### config.mk
export PLATFORM = sky130hd
export DESIGN_NAME = mc_controller
export DESIGN_NICKNAME = d
export VERILOG_FILES = /design/src/rtl/mc_controller_pkg.sv /design/src/rtl/mc_controller_decode.sv /design/src/rtl/mc_controller.sv
export SDC_FILE = /design/constraint.sdc
export NUM_CORES = 1
export LEC_CHECK = 0
export CORE_ASPECT_RATIO = 1.5
export CORE_UTILIZATION = 48
export DETAILED_ROUTE_END_ITERATION = 16
export PLACE_DENSITY = 0.86
export SKIP_LAST_GASP = 1
export SLEW_MARGIN = 0
export SYNTH_ARGS = -nofsm -noshare
export SYNTH_HDL_FRONTEND = slang
export SYNTH_SLANG_ARGS = --single-unit
### constraint.sdc
create_clock -name clk -period 3.8 [get_ports clk]
set_clock_uncertainty 0.15 [all_clocks]
set_input_delay 0.76 -clock clk [delete_from_list [all_inputs] [get_ports clk]]
set_output_delay 0.76 -clock clk [all_outputs]
set_load 0.02 [all_outputs]
### src/rtl/mc_controller_pkg.sv
// mc_controller_pkg: shared definitions for the multi-cycle control unit.
//   - state encodings (exposed on the debug `state` port)
//   - opcode / funct constants of the supported instruction subset
//   - select codes for npc_sel, alu_op, reg_dst and mem_to_reg
//   - inst_class_t: one-hot-ish instruction class flags produced by mc_decode
package mc_controller_pkg;

    typedef enum logic [3:0] {
        S_FETCH  = 4'h0,
        S_DECODE = 4'h1,
        S_MA     = 4'h2,
        S_MR     = 4'h3,
        S_MW     = 4'h4,
        S_WBM    = 4'h5,
        S_EXE    = 4'h6,
        S_WBA    = 4'h7,
        S_BR     = 4'h8,
        S_JMP    = 4'h9,
        S_ILL    = 4'hA,
        S_HALT   = 4'hF
    } state_t;

    localparam logic [5:0] OP_RTYPE = 6'h00;
    localparam logic [5:0] OP_J     = 6'h02;
    localparam logic [5:0] OP_JAL   = 6'h03;
    localparam logic [5:0] OP_BEQ   = 6'h04;
    localparam logic [5:0] OP_ORI   = 6'h0D;
    localparam logic [5:0] OP_LUI   = 6'h0F;
    localparam logic [5:0] OP_LW    = 6'h23;
    localparam logic [5:0] OP_SW    = 6'h2B;

    localparam logic [5:0] FN_JR    = 6'h08;
    localparam logic [5:0] FN_ADDU  = 6'h21;
    localparam logic [5:0] FN_SUBU  = 6'h23;

    localparam logic [1:0] NPC_PC4    = 2'b00;
    localparam logic [1:0] NPC_REG    = 2'b01;
    localparam logic [1:0] NPC_JUMP   = 2'b10;
    localparam logic [1:0] NPC_BRANCH = 2'b11;

    localparam logic [1:0] ALU_ADD = 2'b00;
    localparam logic [1:0] ALU_SUB = 2'b01;
    localparam logic [1:0] ALU_OR  = 2'b10;
    localparam logic [1:0] ALU_LUI = 2'b11;

    localparam logic [1:0] DST_RT  = 2'b00;
    localparam logic [1:0] DST_RD  = 2'b01;
    localparam logic [1:0] DST_R31 = 2'b10;

    localparam logic [1:0] M2R_ALU = 2'b00;
    localparam logic [1:0] M2R_MEM = 2'b01;
    localparam logic [1:0] M2R_PC4 = 2'b10;

    typedef struct packed {
        logic r_arith;   // addu or subu
        logic sub;       // subu
        logic jr;
        logic ori;
        logic lui;
        logic lw;
        logic sw;
        logic beq;
        logic j;
        logic jal;
        logic illegal;
    } inst_class_t;

endpackage

### src/rtl/mc_controller_decode.sv
// mc_decode: purely combinational classification of a latched opcode/funct
// pair into instruction-class flags.
//   op     in  6  latched opcode field
//   funct  in  6  latched funct field (meaningful only when op is R-type)
//   cls    out    instruction class flags; `illegal` set for anything unknown
module mc_decode
    import mc_controller_pkg::*;
(
    input  logic [5:0]  op,
    input  logic [5:0]  funct,
    output inst_class_t cls
);

    always_comb begin
        cls = '0;
        case (op)
            OP_RTYPE: begin
                case (funct)
                    FN_ADDU: cls.r_arith = 1'b1;
                    FN_SUBU: begin
                        cls.r_arith = 1'b1;
                        cls.sub     = 1'b1;
                    end
                    FN_JR:   cls.jr = 1'b1;
                    default: cls.illegal = 1'b1;
                endcase
            end
            OP_ORI:  cls.ori     = 1'b1;
            OP_LUI:  cls.lui     = 1'b1;
            OP_LW:   cls.lw      = 1'b1;
            OP_SW:   cls.sw      = 1'b1;
            OP_BEQ:  cls.beq     = 1'b1;
            OP_J:    cls.j       = 1'b1;
            OP_JAL:  cls.jal     = 1'b1;
            default: cls.illegal = 1'b1;
        endcase
    end

endmodule

### src/rtl/mc_controller.sv
// mc_controller: multi-cycle control FSM downstream of the fetch unit.
// Steps each instruction through FETCH/DECODE/... states and drives the
// datapath enables/selects; pc_wr/npc_sel tell fetch to advance the PC once
// per instruction.
//
// Optional build macro: MC_ILLEGAL_TRAP_EN
//   defined   - unknown encodings enter HALT (state Fh) until reset
//   undefined - unknown encodings go to ILL, a one-cycle nop that advances PC
//
// Ports:
//   clk, reset (async, active-high)
//   instruction  in   fetched word, stable while PC is unchanged
//   zero         in   ALU equality flag, used only in BR
//   pc_wr, npc_sel           PC update strobe / next-PC select
//   ir_wr, reg_wr, mem_wr    write enables
//   reg_dst, alu_src, alu_op, ext_op, mem_to_reg   datapath selects
//   state        out  registered state encoding (debug)
//   retired      out  CNT_W-bit count of completed instructions (wraps)
module mc_controller
    import mc_controller_pkg::*;
#(
    parameter int CNT_W = 32
) (
    input  logic             clk,
    input  logic             reset,
    input  logic [31:0]      instruction,
    input  logic             zero,
    output logic             pc_wr,
    output logic [1:0]       npc_sel,
    output logic             ir_wr,
    output logic             reg_wr,
    output logic [1:0]       reg_dst,
    output logic             alu_src,
    output logic [1:0]       alu_op,
    output logic             ext_op,
    output logic             mem_wr,
    output logic [1:0]       mem_to_reg,
    output logic [3:0]       state,
    output logic [CNT_W-1:0] retired
);

    state_t           state_q, state_d;
    logic [5:0]       op_q, funct_q;
    logic [CNT_W-1:0] retired_q;
    inst_class_t      cls;
    logic             post_decode;

    // Only opcode and funct steer control; the operand fields belong to the datapath.
    logic unused_fields;
    assign unused_fields = ^instruction[25:6];

    mc_decode u_decode (
        .op    (op_q),
        .funct (funct_q),
        .cls   (cls)
    );

    always_ff @(posedge clk or posedge reset) begin
        if (reset) begin
            state_q   <= S_FETCH;
            op_q      <= '0;
            funct_q   <= '0;
            retired_q <= '0;
        end else begin
            state_q <= state_d;
            if (ir_wr) begin
                op_q    <= instruction[31:26];
                funct_q <= instruction[5:0];
            end
            if (pc_wr) begin
                retired_q <= retired_q + CNT_W'(1);
            end
        end
    end

    always_comb begin
        state_d = state_q;
        case (state_q)
            S_FETCH:  state_d = S_DECODE;
            S_DECODE: begin
                if (cls.lw || cls.sw)                       state_d = S_MA;
                else if (cls.r_arith || cls.ori || cls.lui) state_d = S_EXE;
                else if (cls.beq)                           state_d = S_BR;
                else if (cls.j || cls.jal || cls.jr)        state_d = S_JMP;
                else begin
`ifdef MC_ILLEGAL_TRAP_EN
                    state_d = S_HALT;
`else
                    state_d = S_ILL;
`endif
                end
            end
            S_MA:     state_d = cls.lw ? S_MR : S_MW;
            S_MR:     state_d = S_WBM;
            S_EXE:    state_d = S_WBA;
            S_WBM, S_WBA, S_MW, S_BR, S_JMP, S_ILL: state_d = S_FETCH;
            S_HALT: begin
`ifdef MC_ILLEGAL_TRAP_EN
                state_d = S_HALT;
`else
                // Unreachable without the trap; recover to a sane state.
                state_d = S_FETCH;
`endif
            end
            default:  state_d = S_FETCH;
        endcase
    end

    // Selects depend only on the latched class once decode has happened, so
    // the datapath sees them stable through every execution state.
    assign post_decode = (state_q != S_FETCH) && (state_q != S_DECODE);

    always_comb begin
        pc_wr      = 1'b0;
        npc_sel    = NPC_PC4;
        ir_wr      = 1'b0;
        reg_wr     = 1'b0;
        mem_wr     = 1'b0;
        reg_dst    = DST_RT;
        alu_src    = 1'b0;
        alu_op     = ALU_ADD;
        ext_op     = 1'b0;
        mem_to_reg = M2R_ALU;

        if (post_decode) begin
            alu_src = cls.lw || cls.sw || cls.ori || cls.lui;
            ext_op  = cls.lw || cls.sw;
            if (cls.lui)                  alu_op = ALU_LUI;
            else if (cls.ori)             alu_op = ALU_OR;
            else if (cls.sub || cls.beq)  alu_op = ALU_SUB;
            if (cls.r_arith)              reg_dst = DST_RD;
            else if (cls.jal)             reg_dst = DST_R31;
            if (cls.lw)                   mem_to_reg = M2R_MEM;
            else if (cls.jal)             mem_to_reg = M2R_PC4;
        end

        case (state_q)
            S_FETCH: ir_wr = 1'b1;
            S_WBM, S_WBA: begin
                pc_wr  = 1'b1;
                reg_wr = 1'b1;
            end
            S_MW: begin
                pc_wr  = 1'b1;
                mem_wr = 1'b1;
            end
            S_BR: begin
                pc_wr   = 1'b1;
                npc_sel = zero ? NPC_BRANCH : NPC_PC4;
            end
            S_JMP: begin
                pc_wr   = 1'b1;
                npc_sel = cls.jr ? NPC_REG : NPC_JUMP;
                reg_wr  = cls.jal;
            end
            S_ILL: pc_wr = 1'b1;
            default: ;
        endcase
    end

    assign state   = state_q;
    assign retired = retired_q;

endmodule

==> After elaboration in Yosys (flattened, before gate mapping) <==
Cells that the tools add are included.
{ "word_totals": {"regBits": 48} }
{ "classes": {"n_addsub": 1, "eq_ne": 21, "mux": 35, "reduce_logical": 15} }
{ "op_table": {"columns": ["operator", "count"], "rows": [
  ["adder 32 x 1 -> 32 bit (second input constant)", 1],
  ["equality test 6 bit (second input constant)", 4],
  ["2-to-1 mux 2 bit", 12],
  ["case mux 4 bit (5 select lines)", 1],
  ["equality test 6 x 4 -> 1 bit (second input constant)", 3],
  ["equality test 4 x 3 -> 1 bit (second input constant)", 4],
  ["2-to-1 mux 1 bit", 16],
  ["equality test 4 bit (second input constant)", 3],
  ["equality test 6 x 2 -> 1 bit (second input constant)", 2],
  ["equality test 4 x 2 -> 1 bit (second input constant)", 2],
  ["logical OR 1 bit", 8],
  ["2-to-1 mux 4 bit", 2],
  ["equality test 6 x 3 -> 1 bit (second input constant)", 1],
  ["logical NOT 6 bit", 1],
  ["2-to-1 mux 3 bit", 2],
  ["OR reduction 6 bit", 1],
  ["equality test 4 x 1 -> 1 bit (second input constant)", 1],
  ["logical NOT 4 bit", 1],
  ["inequality test 4 x 1 -> 1 bit (second input constant)", 1],
  ["case mux 2 bit (2 select lines)", 1],
  ["nonzero test 4 bit", 1],
  ["OR reduction 2 bit", 2],
  ["case mux 1 bit (2 select lines)", 1],
  ["logical AND 1 bit", 1]
]} }

==> Longest topological paths before layout <==
Gate-level depths: netlist of the first run.
{ "logic_depth": {"depth_word": 10, "ltp_mapped": 7, "depth_no_buf": 5} }

==> Modules after synthesis <==
From an unflattened synthesis of the first run, not the netlist that was laid out.
{ "hier_totals": {"hier_cells": 245, "area_unflattened_um2": 2537.4} }
{ "by_module_without_submodules": {"columns": ["module", "n_inst", "cells_per_inst", "area_each_um2", "seq_area_each_um2"], "rows": [
  ["mc_controller", 1, 214, 2342.2, 1201.2],
  ["mc_decode", 1, 31, 195.2, 0.0]
]} }

==> Least setup slack after synthesis of the first run <==
Ideal clock, no wire load.
{ "synth_path": {"path_type": "register to output", "startpoint": "reg op_q[3]", "endpoint": "out alu_op[0]", "arrival_time_ns": 1.879, "t_required_ns": 2.890, "path_slack_ns": 1.011, "stages_incl_launch_ff": 6, "n_path_buf": 0, "cell_sequence": "dfrtp_1 or3_1 or4_4 nor2_1 a21oi_1 a211oi_2"} }
{ "synth_via": {"elab_chain_cells": 7} }
{ "synth_rtl": {"columns": ["item", "line", "text"], "rows": [
  ["start, declared", "mc_controller.sv:43", "logic [5:0] op_q, funct_q;"],
  ["start signal, assigned", "mc_controller.sv:67", "op_q <= instruction[31:26];"],
  ["equality test 6 x 3 -> 1 bit / logical NOT 6 bit (equally long branches)", "mc_controller_decode.sv:16", "case (op)"],
  ["2-to-1 mux 1 bit / 2-to-1 mux 3 bit (equally long branches)", "mc_controller_decode.sv:16", null],
  ["logical OR 1 bit", "mc_controller.sv:130", "else if (cls.sub || cls.beq) alu_op = ALU_SUB;"],
  ["2-to-1 mux 1 bit", "mc_controller.sv:130", null],
  ["2-to-1 mux 2 bit", "mc_controller.sv:129", "else if (cls.ori) alu_op = ALU_OR;"],
  ["2-to-1 mux 2 bit (*)", "mc_controller.sv:128", "if (cls.lui) alu_op = ALU_LUI;"],
  ["2-to-1 mux 2 bit (*)", "mc_controller.sv:125", "if (post_decode) begin"],
  ["end, declared", "mc_controller.sv:34", "output logic [1:0] alu_op,"]
]} }
Mark *: on every way between the ends. The rest lies on a longest branch, timed or not.

==> Worst setup path in the final report of the first run <==
Same ends and word-level chain as after synthesis.

==> results.md, run 1 <==
* Final Hold Vio Count at 0
* Clock buffer depth at 2
* Cts bufs inserted at 5
* Max Freq at 0.2725 GHz
* DIE AREA at slightly above 5000 sq um
* Period utilization at 0.9656
* Crit start category: flip-flop
* Flops & latches, synth at 48
* First-pass GRT wire length at 8.204 mm
* CP Capture Type: output pin
* Total gr overflow at 0
* Final Wtd Congestion at 0.8302
* CTS tree: yes
* Total number of vias at approximately 1900
* Rel. slew slack at 0.3620
* # setup viols final at 0
* Fraction of the yosys area taken by sequential cells at 0.5156
* Area growth syn-to-layout at 33.89%
* Post-DP HPWL at ~3.7 mm
* Post-synth cell types at 37
* Iteration-0 DRC Markers at about 120
* Ant diodes at 0
* Hold Startpoint: retired[24]
* Final WL at 5.073 mm
* RSZ-0062 raised after global routing: false
* Post-synth top area cell: dfrtp_1
* DIE WIDTH at roughly 59 microns
* Die extent in y at approximately 87 microns
* Share of post-route cells with drive strength above 1 at 0.09155
* Worst EP arrival at approximately 2800 ps
* Max Cap Violations at 0
* Clk_lat worst skew at about 300 ps
* Final Net Count at 319
* Status: finished clean
* Vias in the first global route at roughly 1900
* Most used DFF post-synth: dfrtp_1
* H-tree Lvls at 2
* Area contributors post-synth: dfrtp_1, xnor2_1, mux2_2
* YS warnings at 0
* Core Util, Final at 0.6811
* Setup TNS Final at 0 ps
* Worst R2R Path Depth at 5
* HP Class: flip-flop to flip-flop
* ANT nets after route at 0
* Max VDD drop at 0.2237 mV
* DRC Markers at 0
* FP Rows at 30
* Depth of the worst hold-timing path at 1
* Post-CTS Setup Repair Bufs at 0
* Wire per inst at about 15 microns
* Number of synthesized flops with an enable pin at 0
* Pwr dens at 587.8 nW/um^2
* Drt via density at ~5.4
* Yosys top cell area share at 0.5156
* CP Class: flip-flop to output pin
* Worst Path Required at about 2900 ps
* Total GRT Usage at 0.2140
* Final Slew Violations at 0
* Tmin final at 3669 ps
* Least-Margin Pin Slew at roughly 960 ps
* Largest net degree at the start of global routing at just under 50
* Max FO, Critical Path at 7
* Synthesized Nets at 253
* Fraction of registers with async set/reset at 1.000
* Hold_buf cts at 0
* R2R Setup Slk at about 1500 ps
* Static leakage at between 1 and 1.5 nW
* Clock sink count at 48
* Post-Synthesis Cell Area at 2330 sq um
* Post-Syn Area per Cell at roughly 11 sq um
* RR Endpoint: retired[24]
* Clk root buf: clkbuf_8
* Worst Hold End: retired[24]
* CORE AREA at between 4000 and 5000 sq um
* Post-cts sizing count at 0
* Initial Utilization at 0.5087
* Post-Syn Instances at between 200 and 250
* Port Buffers at 64
* Initial antenna violation count at 0
* CTS clk-pin slew, worst paths at around 80 ps
* Pre-antenna DRT Iters at 4
* Worst R2R Start: state[0]
* IO Count at between 80 and 90
layout make-up:
class                   count  area [sq um]
flip-flops and latches     48          1201
repair buffers             66         655.6
clock buffers               8         90.09
well taps                  64         80.08
inverters                   6         22.52
multi-input cells         156          1070
fillers                   377          1460
synth_stat cells (2+ instances only):
master    instances
nor3_1            6
nand3_1          16
xor2_1            6
o211a_1           2
nor4_1            2
and4_1            5
nand4_1          12
buf_4             2
nand2_1          15
o211ai_1          2
clkbuf_1          3
inv_1             6
or3_1             2
a21boi_0          2
nand2b_1          3
xnor2_1          27
mux2_2           12
and2_1            2
o21ai_0           2
buf_2             2
a21oi_1           4
nor2_1           18
dfrtp_1          48
nor3b_1           2
and3_1            4
through the flow:
| stage | setup slack [ps] | std cells | hold slack, ps | total power, mW | instance area [sq um] |
|---|---|---|---|---|---|
| after floorplan | 1011 | 217 | 322.1 | 1.254 | 2330 |
| after global placement | 463.1 | 340 | 327.1 | 1.506 | 3029 |
| after detailed placement | 456.7 | 340 | 335.0 | 1.538 | 3029 |
| after CTS | 128.3 | 348 | 350.7 | 1.843 | 3119 |
| after global routing | 3.767 | 348 | 370.2 | 1.946 | 3119 |
| final | 130.6 | 348 | 345.8 | 1.834 | 3119 |
layer usage:
layer / track usage / routed length, microns
met2: 0.3719 / 2710
met3: 0.03715 / 160
met1: 0.2448 / 2053
met5: 0 / 0
met4: 0.1147 / 149
sequential cells by signal, indices dropped and copies added, names as in the netlist:
signal,flops
funct_q,6
op_q,6
retired,32
state,4
worst max-delay path, stage by stage (launching register included):
cell	delay [ps]
dfrtp_1	450
or3_1	420
or4_4	560
nor2_1	100
a21oi_1	60
a211oi_2	240
clkdlybuf4s50_1	640
layout by cell type (no fill, tap or decap), drive strengths merged, types with 8 or more instances in the layout:
master	Yosys	layout
xnor2	27	27
nand3	16	16
nand2	15	15
dfrtp	48	48
clkbuf	3	8
mux2	12	12
clkdlybuf4s50	0	64
nor2	18	18
nand4	12	12
cell families after synthesis:
| family | Yosys count | synth area share |
|---|---|---|
| XOR/XNOR | 33 | 0.1241 |
| multiplexers | 12 | 0.05800 |
| adder cells (fa/ha/maj) | 1 | 0.005370 |
| AO/OA/AOI/OAI | 17 | 0.05639 |
| AND/OR/NAND/NOR | 93 | 0.2154 |
| flip-flops | 48 | 0.5156 |
| buffers and inverters | 13 | 0.02524 |
power breakdown:
| group | total [mW] | internal (mW) | switching [mW] |
|---|---|---|---|
| Clock | 0.309 | 0.149 | 0.161 |
| Sequential | 0.785 | 0.626 | 0.159 |
| Combinational | 0.739 | 0.375 | 0.364 |
| Total | 1.83 | 1.15 | 0.684 |
how the worst max path moves through the flow:
| stage | start | end | slack, ps | cells past startpoint |
|---|---|---|---|---|
| final | op_q[3] | alu_op[0] | 130 | 6 |
| after global routing | op_q[3] | alu_op[0] | 4 | 6 |
| after CTS | op_q[3] | alu_op[0] | 130 | 6 |
| after detailed placement | op_q[3] | alu_op[0] | 460 | 6 |
| after global placement | op_q[3] | alu_op[0] | 460 | 6 |
| after floorplan | op_q[3] | alu_op[0] | 1010 | 5 |
Note: power is estimated with default switching activity, not from simulation.
==> run 2, diff against run 1 <==
--- a/config.mk
+++ b/config.mk
@@ -7,6 +7,7 @@
 export LEC_CHECK = 0
 export CORE_ASPECT_RATIO = 1.5
 export CORE_UTILIZATION = 48
+export CTS_CLUSTER_SIZE = 8
 export DETAILED_ROUTE_END_ITERATION = 16
 export PLACE_DENSITY = 0.86
 export SKIP_LAST_GASP = 1
==> results of run 2 <==
Same layout as run 1: the final DEF is identical, and so are final timing and power.
